### src/rtl/button_event_gen_pkg.sv
// Shared types for the button event generator: channel FSM states and the
// event-type codes that the game logic uses to tag button actions.
package button_event_gen_pkg;

  typedef enum logic [1:0] {
    IDLE   = 2'd0,
    DOWN   = 2'd1,
    REPEAT = 2'd2
  } chan_state_t;

  typedef enum logic [2:0] {
    EV_NONE    = 3'd0,
    EV_PRESS   = 3'd1,
    EV_RELEASE = 3'd2,
    EV_LONG    = 3'd3,
    EV_REPEAT  = 3'd4
  } event_type_t;

  // At most one pulse is high per channel, so a plain priority encode is exact.
  function automatic event_type_t event_type(input logic press, input logic rel,
                                             input logic long_press, input logic rpt);
    if (press)           return EV_PRESS;
    else if (rel)        return EV_RELEASE;
    else if (long_press) return EV_LONG;
    else if (rpt)        return EV_REPEAT;
    else                 return EV_NONE;
  endfunction

endpackage

### src/rtl/button_event_gen_channel.sv
// Single button channel: IDLE/DOWN/REPEAT FSM with a cycle counter that
// produces registered press, release, long-press and auto-repeat pulses.
//
// state  | meaning
// IDLE   | button up, no events pending
// DOWN   | button held, counting towards the long press
// REPEAT | long press seen, counting between auto-repeat pulses
module button_event_channel
  import button_event_gen_pkg::*;
#(
  parameter int LONG_CYCLES   = 25_000_000,
  parameter int REPEAT_CYCLES = 5_000_000,
  parameter int CNT_WIDTH     = 25,
  parameter bit ACTIVE_LOW    = 1'b1
) (
  input  logic clk,
  input  logic reset,
  input  logic enable,
  input  logic btn_state,
  output logic press,
  output logic release_evt,
  output logic long_press,
  output logic repeat_evt,
  output logic held
);

  localparam logic [CNT_WIDTH-1:0] LONG_LAST   = CNT_WIDTH'(LONG_CYCLES - 1);
  localparam logic [CNT_WIDTH-1:0] REPEAT_LAST = CNT_WIDTH'(REPEAT_CYCLES - 1);

  chan_state_t          state;
  logic [CNT_WIDTH-1:0] cnt;
  logic                 act;

  assign act = btn_state ^ ACTIVE_LOW;

  always_ff @(posedge clk) begin
    press       <= 1'b0;
    release_evt <= 1'b0;
    long_press  <= 1'b0;
    repeat_evt  <= 1'b0;
    if (reset || !enable) begin
      state <= IDLE;
      cnt   <= '0;
      held  <= 1'b0;
    end else begin
      case (state)
        IDLE: begin
          if (act) begin
            press <= 1'b1;
            held  <= 1'b1;
            cnt   <= '0;
            state <= DOWN;
          end
        end
        DOWN: begin
          // release wins over a long press landing on the same edge
          if (!act) begin
            release_evt <= 1'b1;
            held        <= 1'b0;
            cnt         <= '0;
            state       <= IDLE;
          end else if (cnt == LONG_LAST) begin
            long_press <= 1'b1;
            cnt        <= '0;
            state      <= REPEAT;
          end else begin
            cnt <= cnt + 1'b1;
          end
        end
        REPEAT: begin
          if (!act) begin
            release_evt <= 1'b1;
            held        <= 1'b0;
            cnt         <= '0;
            state       <= IDLE;
          end else if (cnt == REPEAT_LAST) begin
            repeat_evt <= 1'b1;
            cnt        <= '0;
          end else begin
            cnt <= cnt + 1'b1;
          end
        end
        default: begin
          state <= IDLE;
          cnt   <= '0;
          held  <= 1'b0;
        end
      endcase
    end
  end

endmodule

### src/rtl/button_event_gen.sv
// Turns NUM_BUTTONS debounced button levels into single-cycle press, release,
// long-press and auto-repeat events, one independent channel per button.
module button_event_gen
  import button_event_gen_pkg::*;
#(
  parameter int NUM_BUTTONS   = 4,
  parameter bit ACTIVE_LOW    = 1'b1,
  parameter int LONG_CYCLES   = 25_000_000,
  parameter int REPEAT_CYCLES = 5_000_000,
  parameter int CNT_WIDTH     = 25
) (
  input  logic                   clk,
  input  logic                   reset,
  input  logic                   enable,
  input  logic [NUM_BUTTONS-1:0] btn_state,
  output logic [NUM_BUTTONS-1:0] press,
  output logic [NUM_BUTTONS-1:0] release_evt,
  output logic [NUM_BUTTONS-1:0] long_press,
  output logic [NUM_BUTTONS-1:0] repeat_evt,
  output logic [NUM_BUTTONS-1:0] held
);

  for (genvar i = 0; i < NUM_BUTTONS; i++) begin : g_chan
    button_event_channel #(
      .LONG_CYCLES  (LONG_CYCLES),
      .REPEAT_CYCLES(REPEAT_CYCLES),
      .CNT_WIDTH    (CNT_WIDTH),
      .ACTIVE_LOW   (ACTIVE_LOW)
    ) u_chan (
      .clk        (clk),
      .reset      (reset),
      .enable     (enable),
      .btn_state  (btn_state[i]),
      .press      (press[i]),
      .release_evt(release_evt[i]),
      .long_press (long_press[i]),
      .repeat_evt (repeat_evt[i]),
      .held       (held[i])
    );
  end

endmodule
### config.mk
export PLATFORM = sky130hd
export DESIGN_NAME = button_event_gen
export DESIGN_NICKNAME = d
export VERILOG_FILES = /design/src/rtl/button_event_gen_pkg.sv /design/src/rtl/button_event_gen_channel.sv /design/src/rtl/button_event_gen.sv
export SDC_FILE = /design/constraint.sdc
export NUM_CORES = 1
export LEC_CHECK = 0
export CORE_MARGIN = 2
export CORE_UTILIZATION = 35
export CTS_CLUSTER_DIAMETER = 80
export DETAILED_ROUTE_END_ITERATION = 16
export GPL_TIMING_DRIVEN = 0
export PLACE_DENSITY = 0.63
export SYNTH_ARGS = -nofsm -noshare
export SYNTH_HDL_FRONTEND = slang
export SYNTH_SLANG_ARGS = --single-unit
### constraint.sdc
create_clock -name clk -period 3 [get_ports clk]
set_input_delay 0.6 -clock clk [delete_from_list [all_inputs] [get_ports clk]]
set_output_delay 0.6 -clock clk [all_outputs]
set_load 0.02 [all_outputs]
# After elaboration in Yosys (flattened, before gate mapping)
# Cells that the tools add are included.
[op_classes]
addsub = 4
mul = 0
n_div = 0
n_lt_le_gt_ge = 0
n_eq_ne = 32
shift = 0
n_mux = 72
bitwise_logic = 16
reduce_logical = 34
[ops]
columns = ["cell", "n"]
rows = [
  ["2-to-1 mux 25 bit", 20],
  ["case mux 25 bit (3 select lines)", 4],
  ["adder 25 x 1 -> 25 bit (second input constant)", 4],
  ["== test 25 x 23 -> 1 bit (second input constant)", 4],
  ["== test 25 bit (second input constant)", 4],
  ["2-to-1 mux 2 bit", 16],
  ["2-to-1 mux 1 bit", 24],
  ["case mux 2 bit (3 select lines)", 4],
  ["OR reduction 2 bit", 12],
  ["OR reduction 3 bit", 8],
  ["inequality test 2 bit (second input constant)", 8],
  ["inverter 1 bit", 16],
  ["inequality test 3 x 2 -> 1 bit (second input constant)", 4],
  ["AND reduction 3 bit", 4],
  ["== test 2 x 1 -> 1 bit (second input constant)", 4],
  ["== test 2 bit (second input constant)", 4],
  ["logical NOT 2 bit", 4],
  ["inequality test 2 x 1 -> 1 bit (second input constant)", 4],
  ["case mux 1 bit (2 select lines)", 4],
  ["AND reduction 2 bit", 4],
  ["logical NOT 1 bit", 1],
  ["logical OR 1 bit", 1],
]
[totals]
register_bits = 128
latchBits = 0
ramBits = 0
rom_bits = 0
out_inout_bits = 20
wordCells = 186
mem_count = 0

# Logic depth before layout (Yosys ltp)
[logic_depth]
depth_word = 4
ltp_mapped = 9
mapped_depth_nobuf = 7

# Hierarchy
# A second synthesis with hierarchy kept.
[unflattened]
hier_cells = 918
area_unflattened_um2 = 7317.0
[by_module_without_submodules]
columns = ["module", "n_inst", "cells_per_inst", "area_per_inst_um2", "seq_area_each_um2"]
rows = [
  ["button_event_channel (g_chan[1].u_chan ...)", 2, 226, 1819.2, 640.6],
  ["button_event_channel (g_chan[3].u_chan)", 1, 241, 1858.0, 640.6],
  ["button_event_channel (g_chan[0].u_chan)", 1, 225, 1820.5, 640.6],
]

# Worst setup path before layout
# No wires, ideal clock.
[synth_timing]
path_type = "reg2reg"
from = "register g_chan[1].u_chan.cnt[6]"
to = "register g_chan[1].u_chan.cnt[17]"
arrival_ps = 2426
required_ps = 2883
slack_ps = 457
path_stages_with_launch = 8
path_buffers = 2
cell_sequence = "dfxtp_1 > or4_1 > or4_4 > o41ai_4 > a21oi_2 > buf_6 > buf_6 > a22o_1"
[synth_between]
elab_chain_cells = 4
[synth_lines]
columns = ["item", "line", "rtl"]
rows = [
  ["from (decl)", "button_event_gen_channel.sv:31", "logic [CNT_WIDTH-1:0] cnt;"],
  ["from (signal assigned)", "button_event_gen_channel.sv:67", "cnt <= cnt + 1'b1;"],
  ["from (signal assigned)", "button_event_gen_channel.sv:80", "cnt <= cnt + 1'b1;"],
  ["adder 25 x 1 -> 25 bit (tied with other cells)", "button_event_gen_channel.sv:67, button_event_gen_channel.sv:80", ""],
  ["2-to-1 mux 25 bit (on tied branches)", "button_event_gen_channel.sv:76, button_event_gen_channel.sv:62", ""],
  ["2-to-1 mux 25 bit (on tied branches)", "button_event_gen_channel.sv:71, button_event_gen_channel.sv:57", ""],
  ["case mux 25 bit (3 select lines) (*)", "button_event_gen_channel.sv:46", "case (state)"],
]
# Mark *: on every way between the ends. The rest lies on a longest branch, timed or not.
# A chain may end at the register's enable or synchronous reset.

# Worst setup path in the final report
[layout_timing]
from = "register g_chan[1].u_chan.cnt[6]"
to = "register g_chan[1].u_chan.cnt[5]"
[layout_between]
elab_chain_cells = 4
[layout_lines]
columns = ["item", "line"]
rows = [
  ["== test 25 x 23 -> 1 bit / == test 25 bit (equally long branches)", "button_event_gen_channel.sv:76, button_event_gen_channel.sv:62"],
  ["2-to-1 mux 25 bit (on tied branches)", "button_event_gen_channel.sv:76, button_event_gen_channel.sv:62"],
  ["2-to-1 mux 25 bit (on tied branches)", "button_event_gen_channel.sv:71, button_event_gen_channel.sv:57"],
  ["case mux 25 bit (3 select lines) (*)", "button_event_gen_channel.sv:46"],
]
# Marks and branches as above.

==> implementation parameters <==
Parameter                              Value

Worst setup path
  Data arrival time of the critical path ... 3.07 ns
  Required time reported for the critical path endpoint ... 3.27 ns
  Critical path endpoint category ... register
  Crit path cell chain ... or4_1, or4_4, o41ai_4, a21oi_2, clkbuf_1, a21oi_1, a31oi_1
  R2R setup slack ... 0.20 ns
  Reg-to-reg critical path endpoint ... g_chan[1].u_chan.cnt[5]$_SDFFE_PP0P_
  Delay contributed by the slowest stage of the critical path ... 0.57 ns
  Critical path start-end classification ... register to register
  Worst setup SP type ... register
  RR Startpoint ... g_chan[1].u_chan.cnt[6]$_SDFFE_PP0P_
  Largest fanout on the critical path ... 10
  Worst R2R Path Depth ... 7
  Highest-delay cell along the critical path ... or4_4

Synth
  Count of mapped cells out of synthesis ... 845
  Post-synth EDFFs ... 0
  Distinct cell type count after synthesis ... 55
  Post-Synthesis Mean Instance Area ... 8.03 um^2
  Net count after synthesis ... 868
  Synth warnings ... 0
  Primary FF master, synth ... dfxtp_1
  Synthesized flop and latch total ... 128
  Share of flip-flops with an asynchronous set or reset ... 0
  Sequential cell area fraction in the yosys report ... 0.378
  Cell area after synthesis ... 6780 um^2

Timing
  Number of failing hold endpoints at the final stage ... 0
  Peak Freq ... 357 MHz
  Final setup fails ... 0
  Largest clock skew in the final design ... 0.00847 ns
  Final worst path period need ... between 2 and 3 ns
  Final slew viol count ... 0
  Fraction of the cycle the final worst path needs ... 0.933
  Pin slew with the least headroom to its limit ... 0.861 ns
  Normalized max-slew margin ... 0.421

Worst hold path
  Worst hold path class ... register to register
  Worst Hold Depth ... 2
  Capture endpoint of the worst hold path ... g_chan[3].u_chan.held$_SDFFE_PP0P_
  Beginning of the worst hold path ... g_chan[3].u_chan.held$_SDFFE_PP0P_

GRT
  Residual overflow from global routing ... 0
  Global-route wire length before repair ... approximately 29000 um
  Vias in the first global route ... 5800
  GRT Util Overall ... 0.175
  Largest net degree at the start of global routing ... 17
  Number of antenna violations at the first check in global routing ... 0

Clock tree
  Worst skew pair latency ... 0.42 ns
  Clock root buffer ... clkbuf_16
  Total number of clock tree sinks ... 128
  Buffer depth of the longest clock path ... 2
  Num CTS Buffers ... 17
  Hold buffer count at cts ... 0
  Clock-pin slew reported for the worst setup and hold paths after clock tree synthesis ... approximately 0.05 ns
  Post-CTS setup buffer count ... 0
  Depth of the CTS H-tree ... 4
  Clock tree from TritonCTS ... yes

Final layout
  Post-layout net count ... around 900
  Layout Cell Area excl Fill ... 7900 um^2
  Antenna fix cells ... 0
  Share of cells above drive strength 1 ... 0.0771
  Share of the core filled with cells ... 0.420
  Total of fill cells in the finished design ... 1913
  Area growth, synth to finish ... 16.5%

Die
  Core Region ... 18800 um^2
  Number of top-level design ports ... 27
  Effective utilization at floorplan ... 0.360
  Height of the chip ... roughly 140 um
  Width of the die ... 143 um
  Site row count ... 50
  Die outline area ... 20500 um^2

Route
  Total detailed-routing wirelength ... 17200 um
  Wirelength per Cell ... 14.9 um
  Drt drc ... 0
  Number of detailed-routing iterations run before antenna repair ... 5
  Via count normalized by instance count ... 5.52
  Antenna violation net count after detailed routing ... 0
  Routed vias ... 6375
  DRC violation total after the first TritonRoute iteration ... 519

Power and ir drop
  P per Cell Area ... ~460 nW/um^2
  Peak ir drop on the vdd network ... 0.287 mV
  Leakage Power ... about 0.0028 uW

Placed design
  Cell area reported after detailed placement ... between 7000 and 8000 um^2
  Count of buffers inserted at the top-level ports ... 25
  Routability congestion estimate ... 0.851
  Post-detailed-placement half-perimeter wirelength ... about 12000 um

Status
  Result of the run ... finished clean

Flow run
  Max_cap viols ... 0
-- cell usage in the layout, fill, tap and decap left out, types with 3 or more instances in the layout --
| cell type | count |
|---|---|
| a22o_1 | 21 |
| a41oi_1 | 6 |
| nand3b_1 | 4 |
| o21ai_0 | 27 |
| a21oi_1 | 61 |
| ha_1 | 15 |
| o41ai_1 | 3 |
| clkbuf_16 | 17 |
| xnor2_1 | 9 |
| a31oi_1 | 65 |
| and2_1 | 13 |
| clkbuf_2 | 4 |
| nand4_1 | 34 |
| mux2i_1 | 3 |
| nand2_1 | 80 |
| inv_1 | 23 |
| a21o_1 | 7 |
| nand2b_1 | 17 |
| buf_6 | 3 |
| or4_1 | 5 |
| nand3_1 | 63 |
| dfxtp_1 | 128 |
| nor4_1 | 12 |
| o41ai_4 | 3 |
| and4_1 | 11 |
| and3_1 | 41 |
| or3b_2 | 4 |
| a21oi_2 | 4 |
| nor4b_1 | 4 |
| clkbuf_1 | 41 |
| nor2b_1 | 6 |
| a221o_1 | 6 |
| mux2_2 | 3 |
| nor2_1 | 52 |
| or3_1 | 6 |
| nor3_1 | 17 |
| clkbuf_8 | 4 |
| clkdlybuf4s50_1 | 25 |
| buf_4 | 20 |
-- worst max-delay path by stage --
stage / slack [ns] / endpoint / from / cells past startpoint
after floorplan: 0.46 / g_chan[1].u_chan.cnt[17]$_SDFFE_PP0P_ / g_chan[1].u_chan.cnt[6]$_SDFFE_PP0P_ / 7
after global placement: -0.55 / g_chan[3].u_chan.cnt[22]$_SDFFE_PP0P_ / reset / 9
after detailed placement: -0.56 / g_chan[3].u_chan.cnt[22]$_SDFFE_PP0P_ / reset / 9
after CTS: 0.1 / g_chan[0].u_chan.cnt[18]$_SDFFE_PP0P_ / g_chan[0].u_chan.cnt[0]$_SDFFE_PP0P_ / 9
after global routing: -0.08 / g_chan[0].u_chan.cnt[6]$_SDFFE_PP0P_ / g_chan[0].u_chan.cnt[1]$_SDFFE_PP0P_ / 9
final: 0.20 / g_chan[1].u_chan.cnt[5]$_SDFFE_PP0P_ / g_chan[1].u_chan.cnt[6]$_SDFFE_PP0P_ / 7
-- what timing repair did --
item	CTS	global route
endpoints found under the setup margin	10	43
gates resized for setup	3	9
endpoints found under the hold margin	0	0
-- Yosys cell counts (all sizes together), types with 13 or more instances --
cell type	n	area share
nand2	80	0.044
a22o	21	0.027
ha	16	0.030
dfxtp	128	0.38
nand4	34	0.031
nor3	17	0.013
nand3	63	0.046
nor2	52	0.029
inv	23	0.013
o21ai	27	0.020
buf	28	0.030
and2	13	0.012
a21oi	65	0.049
and3	41	0.038
nand2b	17	0.016
a31oi	65	0.060
clkbuf	40	0.022
-- state kept, by name, summed over array words and instances, names as in the netlist --
register                   cells
g_chan.u_chan.repeat_evt       4
g_chan.u_chan.cnt            100
g_chan.u_chan.held             4
g_chan.u_chan.release_evt      4
g_chan.u_chan.long_press       4
g_chan.u_chan.state            8
g_chan.u_chan.press            4
-- power breakdown --
| part | internal [uW] | total (uW) | switching, uW | leakage [uW] |
|---|---|---|---|---|
| combinational | 53.3 | 135 | 82.1 | 0.00151 |
| clock | 1100 | 1810 | 704 | 0.000248 |
| sequential | 1710 | 1720 | 5.25 | 0.00103 |
| total | 2870 | 3660 | 792 | 0.00279 |
-- final cells by class --
cell class	count	area [um^2]	share of cell area
buffer	68	358	0.0453
clock buffer	23	488	0.0617
clock inverter	2	10.0	0.00127
inverter	23	86.3	0.0109
multi-input combinational	626	3820	0.484
sequential	128	2560	0.324
tap	260	325	0.0412
timing repair buffer	25	250	0.0317
-- cells by family after synthesis --
logic type               synth area share
buffers and inverters              0.0648
AND/OR/NAND/NOR                     0.301
adder cells (fa/ha/maj)            0.0295
AO/OA/AOI/OAI                       0.203
multiplexers                      0.00941
XOR/XNOR                           0.0142
flip-flops                          0.378
-- routing by layer --
| metal | part of all wire | vias up | track usage |
|---|---|---|---|
| li1 | - | 3226 | - |
| met1 | 0.49 | 2973 | 0.236 |
| met2 | 0.45 | 142 | 0.273 |
| met3 | 0.043 | 34 | 0.0439 |
| met4 | 0.019 | 0 | 0.0573 |
| met5 | 0 | - | 0 |
-- per-stage QoR --
| step | hold slack (ns) | total power [uW] | cells | setup TNS [ns] | setup WS [ns] |
|---|---|---|---|---|---|
| 6_report | 0.477 | 3660 | 1155 | 0 | 0.200 |
| 5_1_grt | 0.501 | 3790 | 1155 | -0.313 | -0.0827 |
| 4_1_cts | 0.483 | 3700 | 1155 | 0 | 0.0969 |
| 3_5_place_dp | 0.478 | 1880 | 1130 | -14.48 | -0.564 |
| 3_3_place_gp | 0.463 | 1880 | 1130 | -15.44 | -0.554 |
| 2_1_floorplan | 0.443 | 1840 | 845 | 0 | 0.457 |
-- worst max-delay path: cells and delay by family (launching register included) --
family / cells / cell delay, ns
compound gates: 4 / 0.91
buf+inv: 1 / 0.29
flops: 1 / 0.36
simple gates: 2 / 1.10
Power figures use the tool's default switching activity.
